### src/rtl/tm_quanta_ctrl.sv
// -----------------------------------------------------------------------------
// tm_quanta_ctrl
//
// Quanta sequencer for a set of timing-model units. A run is requested with
// dbg_start. Each quanta begins with a one-cycle quanta_start broadcast. The
// quanta ends once every unit enabled in the latched mask has reported
// unit_done. Back-to-back quanta are separated by exactly one cycle. A run ends
// for one of three reasons:
//   - dbg_stop was seen (the current quanta is finished first),
//   - the configured quanta limit is reached,
//   - the per-quanta watchdog expires, which also sets the sticky wdt_err.
//
// Ports
//   gclk, rst      clock and synchronous active-high reset
//   dbg_start      one-cycle run request (accepted only in IDLE)
//   dbg_stop       one-cycle halt request, effective at the next quanta boundary
//   cfg_we/addr/wdata
//                  config writes, applied one cycle after cfg_we:
//                    0: unit_mask
//                    1: quanta_limit (0 = unlimited)
//                    2: wdt_limit    (0 = disabled)
//                    3: clear quanta_count and wdt_err
//   unit_done      per-unit quanta_done pulses
//   quanta_start   registered tm_START broadcast (high for the ISSUE cycle)
//   quanta_count   completed quanta since reset or the last clear
//   running        registered, high while in ISSUE or WAIT
//   wdt_err        sticky watchdog-timeout flag
//   fsm_state      current FSM state, for debug (0 IDLE, 1 ISSUE, 2 WAIT)
//
// There is no valid/ready handshake here. All control inputs are single-cycle
// pulses, and they are sampled on the rising edge of gclk.
// -----------------------------------------------------------------------------
module tm_quanta_ctrl #(
  parameter int NUNIT  = 2,
  parameter int WDTMSB = 23
) (
  input  logic             gclk,
  input  logic             rst,
  input  logic             dbg_start,
  input  logic             dbg_stop,
  input  logic             cfg_we,
  input  logic [1:0]       cfg_addr,
  input  logic [31:0]      cfg_wdata,
  input  logic [NUNIT-1:0] unit_done,
  output logic             quanta_start,
  output logic [31:0]      quanta_count,
  output logic             running,
  output logic             wdt_err,
  output logic [1:0]       fsm_state
);

  localparam logic [1:0] ST_IDLE  = 2'd0;
  localparam logic [1:0] ST_ISSUE = 2'd1;
  localparam logic [1:0] ST_WAIT  = 2'd2;

  logic [1:0]       state_q, state_d;
  logic [NUNIT-1:0] unit_mask_q, unit_mask_d;
  logic [NUNIT-1:0] active_mask_q, active_mask_d;
  logic [NUNIT-1:0] done_vec_q, done_vec_d;
  logic [31:0]      quanta_limit_q, quanta_limit_d;
  logic [WDTMSB:0]  wdt_limit_q, wdt_limit_d;
  logic [WDTMSB:0]  wdt_cnt_q, wdt_cnt_d;
  logic [31:0]      quanta_count_q, quanta_count_d;
  logic             stop_pend_q, stop_pend_d;
  logic             wdt_err_q, wdt_err_d;
  logic             quanta_start_q, quanta_start_d;
  logic             running_q, running_d;

  // Combinational helpers for the WAIT decision.
  logic [NUNIT-1:0] done_next;
  logic             all_done;
  logic [31:0]      count_inc;
  logic             limit_hit;
  logic [WDTMSB:0]  wdt_inc;
  logic             wdt_hit;
  logic             stop_now;

  // Only the low cfg_wdata bits feed narrow registers. This reduction keeps
  // the remaining bits visibly consumed.
  logic unused_cfg_bits;
  assign unused_cfg_bits = ^cfg_wdata;

  always_comb begin
    state_d        = state_q;
    unit_mask_d    = unit_mask_q;
    active_mask_d  = active_mask_q;
    done_vec_d     = done_vec_q;
    quanta_limit_d = quanta_limit_q;
    wdt_limit_d    = wdt_limit_q;
    wdt_cnt_d      = wdt_cnt_q;
    quanta_count_d = quanta_count_q;
    wdt_err_d      = wdt_err_q;

    // done_next includes this cycle's pulses, so completion is not delayed a cycle.
    done_next = done_vec_q | (unit_done & active_mask_q);
    all_done  = &(done_next | ~active_mask_q);
    count_inc = quanta_count_q + 32'd1;
    limit_hit = (quanta_limit_q != 32'd0) && (count_inc >= quanta_limit_q);
    wdt_inc   = wdt_cnt_q + {{WDTMSB{1'b0}}, 1'b1};
    wdt_hit   = (wdt_limit_q != '0) && (wdt_inc == wdt_limit_q);
    // A stop arriving in the completion cycle itself still ends the run.
    stop_now  = stop_pend_q | dbg_stop;

    case (state_q)
      ST_IDLE: begin
        // A stop in the same cycle wins over start.
        if (dbg_start && !dbg_stop && (|unit_mask_q)) begin
          state_d = ST_ISSUE;
        end
      end
      ST_ISSUE: begin
        active_mask_d = unit_mask_q;
        // Pulses that land in the ISSUE cycle are kept: set beats clear.
        done_vec_d    = unit_done & unit_mask_q;
        wdt_cnt_d     = '0;
        state_d       = ST_WAIT;
      end
      ST_WAIT: begin
        done_vec_d = done_next;
        if (all_done) begin
          quanta_count_d = count_inc;
          state_d        = (stop_now || limit_hit) ? ST_IDLE : ST_ISSUE;
        end else if (wdt_hit) begin
          wdt_err_d = 1'b1;
          state_d   = ST_IDLE;
        end else begin
          wdt_cnt_d = wdt_inc;
        end
      end
      default: state_d = ST_IDLE;
    endcase

    // Config writes land next cycle. Mask and limit changes only take hold
    // at the next ISSUE or completion. The clear overrides a same-cycle
    // increment or timeout.
    if (cfg_we) begin
      case (cfg_addr)
        2'd0: unit_mask_d    = cfg_wdata[NUNIT-1:0];
        2'd1: quanta_limit_d = cfg_wdata;
        2'd2: wdt_limit_d    = cfg_wdata[WDTMSB:0];
        default: begin
          quanta_count_d = '0;
          wdt_err_d      = 1'b0;
        end
      endcase
    end

    // Being in (or entering) IDLE clears any pending stop.
    stop_pend_d    = (state_d == ST_IDLE) ? 1'b0 : (stop_pend_q | dbg_stop);
    quanta_start_d = (state_d == ST_ISSUE);
    running_d      = (state_d != ST_IDLE);
  end

  always_ff @(posedge gclk) begin
    if (rst) begin
      state_q        <= ST_IDLE;
      unit_mask_q    <= '1;
      active_mask_q  <= '0;
      done_vec_q     <= '0;
      quanta_limit_q <= '0;
      wdt_limit_q    <= '0;
      wdt_cnt_q      <= '0;
      quanta_count_q <= '0;
      stop_pend_q    <= 1'b0;
      wdt_err_q      <= 1'b0;
      quanta_start_q <= 1'b0;
      running_q      <= 1'b0;
    end else begin
      state_q        <= state_d;
      unit_mask_q    <= unit_mask_d;
      active_mask_q  <= active_mask_d;
      done_vec_q     <= done_vec_d;
      quanta_limit_q <= quanta_limit_d;
      wdt_limit_q    <= wdt_limit_d;
      wdt_cnt_q      <= wdt_cnt_d;
      quanta_count_q <= quanta_count_d;
      stop_pend_q    <= stop_pend_d;
      wdt_err_q      <= wdt_err_d;
      quanta_start_q <= quanta_start_d;
      running_q      <= running_d;
    end
  end

  assign quanta_start = quanta_start_q;
  assign quanta_count = quanta_count_q;
  assign running      = running_q;
  assign wdt_err      = wdt_err_q;
  assign fsm_state    = state_q;

endmodule

### config.mk
export PLATFORM = sky130hd
export DESIGN_NAME = tm_quanta_ctrl
export DESIGN_NICKNAME = d
export VERILOG_FILES = /design/src/rtl/tm_quanta_ctrl.sv
export SDC_FILE = /design/constraint.sdc
export NUM_CORES = 1
export LEC_CHECK = 0
export ABC_AREA = 1
export CORE_ASPECT_RATIO = 1.4
export CORE_MARGIN = 4
export CORE_UTILIZATION = 50
export CTS_BUF_LIST = sky130_fd_sc_hd__clkbuf_8 sky130_fd_sc_hd__clkbuf_16
export DETAILED_ROUTE_END_ITERATION = 12
export GPL_TIMING_DRIVEN = 0
export PLACE_DENSITY = 0.8
export SETUP_SLACK_MARGIN = 0.5
export SKIP_CTS_REPAIR_TIMING = 1
export SLEW_MARGIN = 20
export SYNTH_ARGS = -nofsm -noshare
export SYNTH_HDL_FRONTEND = slang
export SYNTH_SLANG_ARGS = --single-unit
### constraint.sdc
create_clock -name gclk -period 4.9 [get_ports gclk]
set_input_delay 0.98 -clock gclk [delete_from_list [all_inputs] [get_ports gclk]]
set_output_delay 0.98 -clock gclk [all_outputs]
set_load 0.02 [all_outputs]
-- Yosys cells after proc, flatten, opt, wreduce, memory -nomap -nowiden
Cells that the tools add are included.
- register bits after elaboration: 124
- latch bits: 0
- RAM bits: 0
- ROM bits: 0
- output and inout port bits: 37
- logic and storage cells: 68
- memories kept: 0
- $add $sub $neg: 2
- multiply operators: 0
- div/mod/pow operators: 0
- order comparisons: 1
- equality and inequality tests: 8
- shifts and indexed selects: 0
- muxes and demuxes: 18
- bitwise operators: 6
- reduce and logical (&&, ||, !) cells: 21
- operators with widths (cell ; count):
    32-bit 2-to-1 mux ; 4
    24-bit 2-to-1 mux ; 2
    24-bit case mux with 2 select lines ; 1
    32-bit by 1-bit adder with 32-bit output (second input constant) ; 1
    32-bit greater-or-equal comparator ; 1
    32-bit nonzero test ; 1
    24-bit by 1-bit adder with 24-bit output (second input constant) ; 1
    24-bit equality test ; 1
    24-bit nonzero test ; 1
    2-bit AND reduction ; 4
    2-bit by 1-bit equality test with 1-bit output (second input constant) ; 3
    2-bit zero test ; 3
    1-bit 2-to-1 mux ; 6
    2-bit 2-to-1 mux ; 3
    2-bit case mux with 3 select lines ; 1
    2-bit AND ; 2
    2-bit equality test (second input constant) ; 2
    1-bit logical AND ; 4
    2-bit inequality test (second input constant) ; 2
    2-bit OR ; 2
    2-bit case mux with 2 select lines ; 1
    2-bit nonzero test ; 2
    2-bit OR reduction ; 2
    3-bit AND reduction ; 1
    5 further kinds ; 5

-- Depth between registers and ports, before layout
Gate-level depths: netlist of run 1.
- depth in word-level cells: 9
- gate-level depth with buffers: 23

-- Worst setup path after synthesis of run 1
Ideal clock, no wire load.
- kind: reg2reg
- start: reg quanta_count_q[0] (netlist: quanta_count[0])
- end: reg stop_pend_q
- library setup time: 120 ps
- arrival: 3202 ps
- setup slack: 1578 ps
- stages on the path, launching flop included: 23
- buffers on the path: 0
- period minus slack after synthesis: 3322 ps
- path through: dfxtp_1 -> ha_1 -> nand2_1 -> nor2_1 -> nand3_1 -> nor2_1 -> nand4_1 -> nor2_1 -> nand2_1 -> nor2_1 -> nand3_1 -> xor2_1 -> inv_1 -> ha_1 -> nand4_1 -> nor4_1 -> nand3_1 -> nand3_1 -> nand2_1 -> nand2_1 -> nand3_1 -> nand2_1 -> a21oi_1
- cells in the longest elaborated chain, start to end: 9
- RTL lines (what ; line ; text):
    from (decl) ; 63 ; logic [31:0] quanta_count_q, quanta_count_d;
    from (signal assigned) ; 176 ; quanta_count_q <= quanta_count_d;
    32-bit by 1-bit adder with 32-bit output ; 97 ; count_inc = quanta_count_q + 32'd1;
    32-bit greater-or-equal comparator ; 98 ; limit_hit = (quanta_limit_q != 32'd0) && (count_inc >= quanta_limit_q);
    1-bit logical AND ; 98 ;
    1-bit logical OR ; 122 ; state_d = (stop_now || limit_hit) ? ST_IDLE : ST_ISSUE;
    1-bit 2-to-1 mux ; 122 ;
    2-bit 2-to-1 mux ; 120 ; if (all_done) begin
    2-bit case mux with 3 select lines ; 104 ; case (state_q)
    2-bit zero test ; 149 ; stop_pend_d = (state_d == ST_IDLE) ? 1'b0 : (stop_pend_q | dbg_stop);
    2-bit OR reduction (no line) ; n/a ;
    to (signal assigned) ; 177 ; stop_pend_q <= stop_pend_d;
    to (decl) ; 64 ; logic stop_pend_q, stop_pend_d;
Every way passes these cells.
A chain may end at the register's enable or synchronous reset.

-- Worst setup path in the final report of run 1
Ends and elaborated chain as after synthesis.

==> metrics.csv, run 1 <==
stage,metric,value,unit
timing,timing.final.crit_share,0.8389,
hold_path,holdCritPathClass,reg -> reg,
routing,final_antenna_net_count,0,
die,core-area,0.01410,mm2
synth,ys_seq_area_frac,0.3406,
synth,yosys_warnings,0,
global_routing,grt_max_degree,17,
synth,synthXorXnorAreaFrac,0.04292,
synth,synth.distinct_cells,38,
synth,synth_mux_area_frac,0,
routing,drc,0,
global_routing,first_global_vias,7264,
finish,utilization,0.6293,
run,max_cap_violations,0,
synth,yosys.area_share.simple,0.2673,
finish,n_antenna_cell,0,
synth,syn_nets,1163,
die,initial_core_util,0.5168,
setup_path,r2r_cells,21,
finish,most-common-layout-cells,"nand2_1 (199), inv_1 (156), dfxtp_1 (124)",
die,die_h,150.9,um
timing,fin_skew,0.006735,ns
synth,avgSynthCellArea,6.723,um2
power_and_ir_drop,power.total,3172,uW
clocking,clkTransAtPathRegs,0.06,ns
routing,vias_per_cell,5.378,
placement,place_inst,1345,
routing,wl,20.49,mm
setup_path,critPathKind,reg -> reg,
timing,setup_violations,0,
finish,final_common_cell,nand2_1,
die,fp.dieArea,0.01660,mm2
routing,drtIter0Drc,301,
global_routing,overflow,0,
hold_path,holdPathStages,2,
power_and_ir_drop,peakVddDrop,0.0002238,V
timing,slew_viol_final,0,
finish,fin_nets,1258,
global_routing,grt_pass1_wl,33.60,mm
setup_path,required,5.21,ns
timing,rsz0062_at_grt,no,
setup_path,crit_path_end_kind,flop,
clocking,clock_latency,0.42,ns
clocking,htreeDepth,4,
synth,synth_compound_area_frac,0.1815,
setup_path,cp_max_fo,4,
placement,place.gp.congestion,0.9496,
timing,maxSlewHeadroom,0.3566,
timing,max_freq,243.3,MHz
die,die_width,110.0,um
timing,hold_violations,0,
synth,synth_top_family_by_area,simple AND/OR/NAND/NOR gates,
clocking,cts_tree,done,
timing,setup_tns,0,ns
routing,first_pass_iters,7,
clocking,clock-sinks,124,
die,placementRows,51,
clocking,cts_root_buf,clkbuf_16,
finish,final_layout_size_suffix_gt1_frac,0.04782,
global_routing,grt_antenna_before_repair,0,
synth,ys_ff_latch,124,
synth,synth_area,0.007288,mm2
placement,hpwl,15.95,mm
finish,area_growth_syn_to_layout,21.77,%
routing,via_count,7406,
finish,fin_cells,1377,
synth,synthAdderAreaFrac,0.06524,
power_and_ir_drop,p_leak,0.003732,uW
global_routing,gr-usage-all-layers,0.2573,
placement,port_buffers,76,
setup_path,cp-start-kind,flop,
synth,synth_cells,1084,
power_and_ir_drop,power_density,357.4,mW/mm2
clocking,cts_max_path_buffers,2,
routing,wl_per_cell,14.88,um
status,outcome,completed,
die,ios,78,
clocking,cts_buffers,17,
setup_path,cp.arrival,4.42,ns
timing,worstMarginPinSlew,0.9550,ns
timing,min_period,4.111,ns
-- worst paths after layout --
path	start	endpoint	slack, ns
worst min-delay path	quanta_limit_q[15]	quanta_limit_q[15]	0.48
worst max-delay path	quanta_count[0]	stop_pend_q	0.79
worst min register to register	quanta_limit_q[15]	quanta_limit_q[15]	0.48
worst max register to register	quanta_count[0]	stop_pend_q	0.79
-- synth_stat cells --
cell type	count	area [um2]
a211oi_1	2	15.01
a21o_1	1	7.510
a21oi_1	119	595.6
a31o_2	1	8.760
a31oi_1	2	12.51
buf_1	1	3.750
buf_4	3	22.52
buf_6	1	11.26
clkbuf_1	29	108.9
clkinv_1	4	15.01
dfxtp_1	124	2482
ha_1	38	475.5
inv_1	155	581.8
inv_2	1	3.750
nand2_1	199	747.0
nand2_2	4	25.02
nand2b_1	1	6.260
nand3_1	64	320.3
nand3_2	1	10.01
nand3_4	1	17.52
nand4_1	35	219.0
nor2_1	101	379.1
nor2_2	7	43.79
nor2_4	3	33.78
nor3_1	14	70.07
nor3_2	2	20.02
nor4_1	9	56.30
o211ai_1	2	15.01
o21a_1	2	15.01
o21ai_0	104	520.5
o21ai_1	17	85.08
o21ai_2	1	8.760
o21bai_1	2	15.01
o221ai_1	1	8.760
o31ai_1	2	15.01
xnor2_1	5	43.79
xnor3_1	3	67.56
xor2_1	23	201.4
-- state kept, by name, summed over array words and instances (netlist names) --
| signal | cells |
|---|---|
| wdt_limit_q | 24 |
| quanta_start | 1 |
| wdt_err | 1 |
| fsm_state | 2 |
| running | 1 |
| done_vec_q | 2 |
| quanta_limit_q | 32 |
| active_mask_q | 2 |
| quanta_count | 32 |
| wdt_cnt_q | 24 |
| unit_mask_q | 2 |
| stop_pend_q | 1 |
-- critical path: stages, from the launching register on --
cell and delay (ns):
dfxtp_1 0.39, ha_1 0.20, nand2_1 0.07, nor2_1 0.20, nand3_1 0.20, nor2_1 0.28
nand4_1 0.17, nor2_1 0.21, nand2_1 0.12, nor2_1 0.18, xor2_1 0.27, inv_1 0.08
ha_1 0.30, nand4_1 0.16, nor4_2 0.43, nand3_1 0.12, nand3_1 0.11, nand2_1 0.13
nand2_1 0.09, nand3_1 0.07, nand2_1 0.12, a21oi_1 0.08
-- cell type report --
| cell class | count | area [um2] |
|---|---|---|
| clock buffers | 20 | 466.7 |
| clock inverters | 12 | 121.4 |
| repair buffers | 76 | 760.7 |
| plain buffers | 34 | 146.4 |
| flip-flops and latches | 124 | 2482 |
| inverters | 160 | 600.6 |
| multi-input cells | 766 | 4065 |
| fillers | 1217 | 5228 |
| well taps | 185 | 231.5 |
-- report_power, final --
part | switching [uW] | internal, uW
logic | 455 | 290
clock network | 462 | 782
registers | 85.2 | 1100
total | 1000 | 2170
-- cells by family after synthesis --
family | after synthesis
compound gates | 256
buf+inv | 194
simple gates | 441
fa+ha+maj | 38
xor+xnor | 31
flops | 124
-- per-layer routing --
metal | up-vias | global-route usage | share of wire
li1 | 3772 | - | -
met1 | 3366 | 0.2724 | 0.39
met2 | 201 | 0.4629 | 0.52
met3 | 67 | 0.05160 | 0.044
met4 | 0 | 0.1503 | 0.052
met5 | - | 0 | 0
-- metrics by stage --
stage	area (um2)	hold slack, ns	setup WS, ns
2_1_floorplan	7288	0.4494	1.578
3_3_place_gp	8280	0.4687	0.7891
3_5_place_dp	8280	0.4727	0.6690
4_1_cts	8869	0.4808	0.6554
5_1_grt	8875	0.5027	0.5165
6_report	8875	0.4792	0.7893
(Power assumes the default switching activity.)
==> run 2, diff against run 1 <==
--- a/config.mk
+++ b/config.mk
@@ -12,7 +12,7 @@
 export CTS_BUF_LIST = sky130_fd_sc_hd__clkbuf_8 sky130_fd_sc_hd__clkbuf_16
 export DETAILED_ROUTE_END_ITERATION = 12
 export GPL_TIMING_DRIVEN = 0
-export PLACE_DENSITY = 0.8
+export PLACE_DENSITY = 0.83
 export SETUP_SLACK_MARGIN = 0.5
 export SKIP_CTS_REPAIR_TIMING = 1
 export SLEW_MARGIN = 20
==> constraint.sdc (replaced) <==
create_clock -name gclk -period 3.55 [get_ports gclk]
set_input_delay 0.71 -clock gclk [delete_from_list [all_inputs] [get_ports gclk]]
set_output_delay 0.71 -clock gclk [all_outputs]
set_load 0.02 [all_outputs]
==> run 2 against run 1 <==
Compared with the run above: the run now ends with setup timing left; clock skew barely moved; critical path depth stayed put; final cell count up 0.94%; non-clock buffer count up 13; sequential power increased by 39%; hold slack better by 0.0080 ns; final area up 4.3%; global-route usage is essentially flat; combinational power grew 48%; critical path type unchanged; largest power group unchanged.
==> metrics.csv, run 2 (synthesized netlist as in run 1, its figures left out) <==
stage,metric,value,unit
status,outcome,"complete, but fails checks",
status,violations,setup timing,
finish,multi_input_area,0.004289,mm2
die,initial_core_util,0.5168,
timing,fin_skew,0.007181,ns
setup_path,cp.arrival,4.08,ns
timing,max_freq,265.2,MHz
timing,setup_tns,-0.8546,ns
finish,seq_area,0.002494,mm2
global_routing,overflow,0,
global_routing,grt_max_degree,17,
setup_path,rr_startpoint,quanta_count[1],
clocking,clock_latency,0.42,ns
routing,drc,0,
setup_path,cp-start-kind,flop,
setup_path,crit_path_end_kind,flop,
hold_path,holdPathStages,2,
hold_path,min-delay-start,wdt_limit_q[1],
clocking,cts_tree,done,
placement,pre_cts_slack,-0.2994,ns
timing,setup_violations,4,
finish,area_growth_syn_to_layout,27.04,%
finish,fin_nets,1271,
timing,timing.final.crit_share,1.062,
clocking,cts_buffers,17,
finish,final_layout_size_suffix_gt1_frac,0.09212,
timing,slew_viol_final,0,
power_and_ir_drop,power_density,498.7,mW/mm2
routing,final_antenna_net_count,0,
global_routing,gr-usage-all-layers,0.2576,
setup_path,critPathKind,reg -> reg,
power_and_ir_drop,peakVddDrop,0.0003410,V
die,core-area,0.01410,mm2
die,ios,78,
finish,final_common_cell,nand2_1,
timing,hold_violations,0,
setup_path,r2r-end,stop_pend_q,
finish,n_antenna_cell,0,
die,die_h,150.9,um
clocking,cts_root_buf,clkbuf_16,
setup_path,reg2reg_slack,-0.22,ns
power_and_ir_drop,p_leak,0.003938,uW
setup_path,cp_max_fo,4,
clocking,htreeDepth,4,
placement,place_area,0.008322,mm2
hold_path,hold_end,wdt_limit_q[1],
clocking,clkTransAtPathRegs,0.06,ns
timing,worstMarginPinSlew,1.028,ns
routing,drtIter0Drc,428,
die,fp.dieArea,0.01660,mm2
die,die_width,110.0,um
routing,vias_per_cell,5.451,
placement,port_buffers,76,
timing,maxSlewHeadroom,0.3072,
timing,rsz0062_at_grt,yes,
finish,design_area,0.009259,mm2
finish,fillCellCount,1141,
global_routing,first_global_vias,7135,
routing,wl,21.74,mm
hold_path,holdCritPathClass,reg -> reg,
finish,utilization,0.6566,
setup_path,slowest_delay,0.47,ns
timing,min_period,3.771,ns
die,placementRows,51,
run,max_cap_violations,0,
routing,wl_per_cell,15.64,um
timing,fin_ws,-0.2213,ns
clocking,cts_max_path_buffers,2,
routing,via_count,7577,
setup_path,path_cells,"inv_2, nor3_4, nand4_1, nor2_2, inv_2, nor3_4, nand4_1, nor2_2, nand2_1, xor2_1, inv_1, ha_4, nand4_1, nor4_4, nand3_2, nand3_2, nand2_4, nand2_2, nand3_2, nand2_4, a21oi_2",
placement,hpwl,16.03,mm
setup_path,crit_path_top_delay_cell,nor4_4,
finish,most-common-layout-cells,"nand2_1 (193), inv_1 (154), dfxtp_1 (119)",
timing,holdWs,0.4872,ns
global_routing,grt_pass1_wl,33.33,mm
setup_path,r2r_cells,21,
global_routing,grt_antenna_before_repair,0,
placement,place.gp.congestion,0.9331,
routing,first_pass_iters,6,
clocking,clock-sinks,124,
setup_path,required,3.86,ns
run 2: cell types whose count changed in the layout (fill, tap and decap cells not counted), sizes merged:
cell      change
bufinv        +2
clkbuf        +2
clkinvlp      -5
buf          +13
clkinv        -2
inv           +3
run 2: worst max-delay path, delay by kind of cell (launching register included):
kind	cells	cell delay, ns
buf+inv	3	0.21
flops	1	0.34
simple gates	15	2.61
fa+ha+maj	1	0.27
compound gates	1	0.05
xor+xnor	1	0.18
run 2: cell type report:
class	instances	area share
sequential	124	0.2693
inverter	160	0.06486
multi-input combinational	766	0.4632
tap	185	0.02500
clock inverter	10	0.01568
timing repair buffer	89	0.09270
clock buffer	22	0.05338
buffer	34	0.01581
run 2: how the worst max path moves through the flow:
| stage | endpoint | startpoint | cells past startpoint | slack [ns] |
|---|---|---|---|---|
| 2_1_floorplan | stop_pend_q | quanta_count[1] | 22 | 0.49 |
| 3_3_place_gp | stop_pend_q | quanta_count[0] | 20 | -0.24 |
| 3_5_place_dp | stop_pend_q | quanta_count[0] | 20 | -0.30 |
| 4_1_cts | stop_pend_q | quanta_count[0] | 21 | -0.41 |
| 5_1_grt | running | quanta_count[1] | 21 | -0.40 |
| 6_report | stop_pend_q | quanta_count[1] | 21 | -0.22 |
run 2: power breakdown:
| part | internal, uW | switching (uW) | leakage (uW) | total (uW) |
|---|---|---|---|---|
| clock | 1260 | 626 | 0.000331 | 1880 |
| combinational | 421 | 677 | 0.00259 | 1100 |
| sequential | 1520 | 120 | 0.00102 | 1640 |
run 2: routing by layer:
metal,up-vias,track usage,routed length (um)
li1,3794,-,-
met1,3422,0.2691,7928
met2,287,0.4821,11610
met3,74,0.03795,1058
met4,0,0.1404,1140
met5,-,0,0
run 2: stage by stage:
step | cells | total power [uW]
detailed placement | 1345 | 2672
floorplan | 1084 | 2325
finish | 1390 | 4618
global route | 1390 | 4805
global placement | 1345 | 2647
CTS | 1377 | 4554
==> run 3, diff against run 2 <==
--- a/config.mk
+++ b/config.mk
@@ -12,10 +12,9 @@
 export CTS_BUF_LIST = sky130_fd_sc_hd__clkbuf_8 sky130_fd_sc_hd__clkbuf_16
 export DETAILED_ROUTE_END_ITERATION = 12
 export GPL_TIMING_DRIVEN = 0
-export PLACE_DENSITY = 0.83
+export PLACE_DENSITY_LB_ADDON = 0.2
 export SETUP_SLACK_MARGIN = 0.5
 export SKIP_CTS_REPAIR_TIMING = 1
-export SLEW_MARGIN = 20
 export SYNTH_ARGS = -nofsm -noshare
 export SYNTH_HDL_FRONTEND = slang
 export SYNTH_SLANG_ARGS = --single-unit
==> run 3 against run 2 <==
Compared with the run above: the flow still finishes with violations (setup timing); power decreased by 4.3%; via count fell by 3.4%; combinational power about the same; die area did not move; clock skew about the same; final cell count is 0.29% higher; critical path type unchanged.
==> metrics.csv, run 3 (synthesized netlist as in run 1, its figures left out) <==
stage,metric,value,unit
setup_path,reg2reg_slack,-0.08,ns
die,fp.dieArea,0.01660,mm2
placement,port_buffers,76,
finish,n_antenna_cell,0,
setup_path,cp_max_fo,4,
hold_path,holdCritPathClass,reg -> reg,
finish,fin_nets,1276,
clocking,htreeDepth,4,
status,violations,setup timing,
timing,fin_skew,0.007403,ns
finish,multi_input_area,0.004340,mm2
finish,final_common_cell,nand2_1,
timing,timing.final.crit_share,1.021,
die,die_width,110.0,um
die,ios,78,
global_routing,gr-usage-all-layers,0.2558,
timing,fin_ws,-0.07592,ns
finish,seq_area,0.002495,mm2
placement,hpwl,16.02,mm
setup_path,critPathKind,reg -> reg,
clocking,cts_tree,done,
setup_path,required,3.86,ns
power_and_ir_drop,peakVddDrop,0.0003335,V
timing,setup_violations,4,
clocking,clock_latency,0.42,ns
finish,area_growth_syn_to_layout,27.55,%
power_and_ir_drop,power.total,4420,uW
finish,final_layout_size_suffix_gt1_frac,0.1017,
die,placementRows,51,
clocking,cts_root_buf,clkbuf_16,
global_routing,overflow,0,
power_and_ir_drop,p_leak,0.003917,uW
die,die_h,150.9,um
finish,fillCellCount,1221,
setup_path,cp.arrival,3.94,ns
routing,via_count,7319,
clocking,cts_buffers,17,
global_routing,first_global_vias,6967,
setup_path,crit_path_end_kind,flop,
clocking,clock-sinks,124,
routing,drc,0,
timing,hold_violations,0,
finish,most-common-layout-cells,"nand2_1 (192), inv_1 (152), dfxtp_1 (118)",
timing,max_freq,275.8,MHz
routing,drtIter0Drc,468,
timing,min_period,3.626,ns
timing,setup_tns,-0.2506,ns
clocking,clkTransAtPathRegs,0.05,ns
die,initial_core_util,0.5168,
timing,rsz0062_at_grt,yes,
routing,first_pass_iters,5,
routing,wl,20.80,mm
die,core-area,0.01410,mm2
power_and_ir_drop,power_density,475.5,mW/mm2
placement,pre_cts_slack,-0.2669,ns
timing,slew_viol_final,0,
routing,final_antenna_net_count,0,
clocking,cts_max_path_buffers,2,
run,max_cap_violations,0,
global_routing,grt_pass1_wl,33.12,mm
setup_path,cp-start-kind,flop,
global_routing,grt_antenna_before_repair,0,
routing,wl_per_cell,14.92,um
global_routing,grt_max_degree,17,
routing,vias_per_cell,5.250,
timing,maxSlewHeadroom,0.3479,
placement,place.gp.congestion,0.9789,
timing,worstMarginPinSlew,0.9679,ns
status,outcome,"complete, but fails checks",
==> run 3: cell count changes in the layout (fill, tap and decap cells not counted), moves of 2 or more <==
cell,previous run,this run
buf_4,16,20
clkinv_2,2,6
nand3_2,9,5
ha_4,1,4
nand3_1,55,58
bufinv_16,4,2
ha_1,36,34
inv_1,154,152
inv_2,6,4
inv_4,0,2
nor2_1,90,88
==> run 3: area by class of cell <==
| cell class | count | area share |
|---|---|---|
| sequential | 124 | 0.2684 |
| multi-input combinational | 766 | 0.4669 |
| timing repair buffer | 94 | 0.09637 |
| tap | 185 | 0.02490 |
| clock inverter | 10 | 0.01050 |
| clock buffer | 21 | 0.05168 |
| inverter | 160 | 0.06514 |
| buffer | 34 | 0.01615 |
==> run 3: per-layer routing <==
layer  up-vias  wire length (um)  GRT usage
met1      3312              8312     0.2877
met3        40               867    0.05117
met2       156             10910     0.4587
met4         0               716     0.1135
li1       3811                 -          -
met5         -                 0          0
==> run 3: critical path: stages (launching register included) <==
cell     delay [ns]
dfxtp_4        0.39
inv_4          0.05
nor3_4         0.24
nand4_1        0.18
nor2_2         0.20
inv_2          0.06
nor3_4         0.21
nand4_1        0.19
nor2_2         0.20
nand2_2        0.09
xor2_2         0.16
inv_2          0.06
ha_4           0.26
nand4_1        0.20
nor4_4         0.39
nand3_1        0.13
nand3_2        0.12
nand2_4        0.08
nand2_2        0.07
nand3_2        0.09
nand2_4        0.09
nand2_1        0.05
==> run 3: metrics by stage <==
step           hold WS [ns]  area, um2  utilization  std cells
3_5_place_dp         0.4708       8322       0.5901       1345
2_1_floorplan        0.4494       7330            -       1084
6_report             0.4763       9296       0.6592       1394
4_1_cts              0.4784       8900       0.6311       1376
3_3_place_gp         0.4683       8322       0.5901       1345
5_1_grt              0.5040       9296       0.6592       1394
==> run 3: where the power goes <==
| group | leakage [uW] | internal, uW | total [uW] | switching, uW |
|---|---|---|---|---|
| Clock | 0.000301 | 1090 | 1700 | 609 |
| Combinational | 0.00260 | 430 | 1080 | 648 |
| Sequential | 0.00102 | 1520 | 1640 | 125 |
==> run 3: worst paths after layout <==
check / startpoint / endpoint / cells after the start
hold / removal: quanta_limit_q[10] / quanta_limit_q[10] / 2
setup reg to reg: quanta_count[0] / running / 21
setup / recovery: quanta_count[0] / running / 21
hold reg to reg: quanta_limit_q[10] / quanta_limit_q[10] / 2
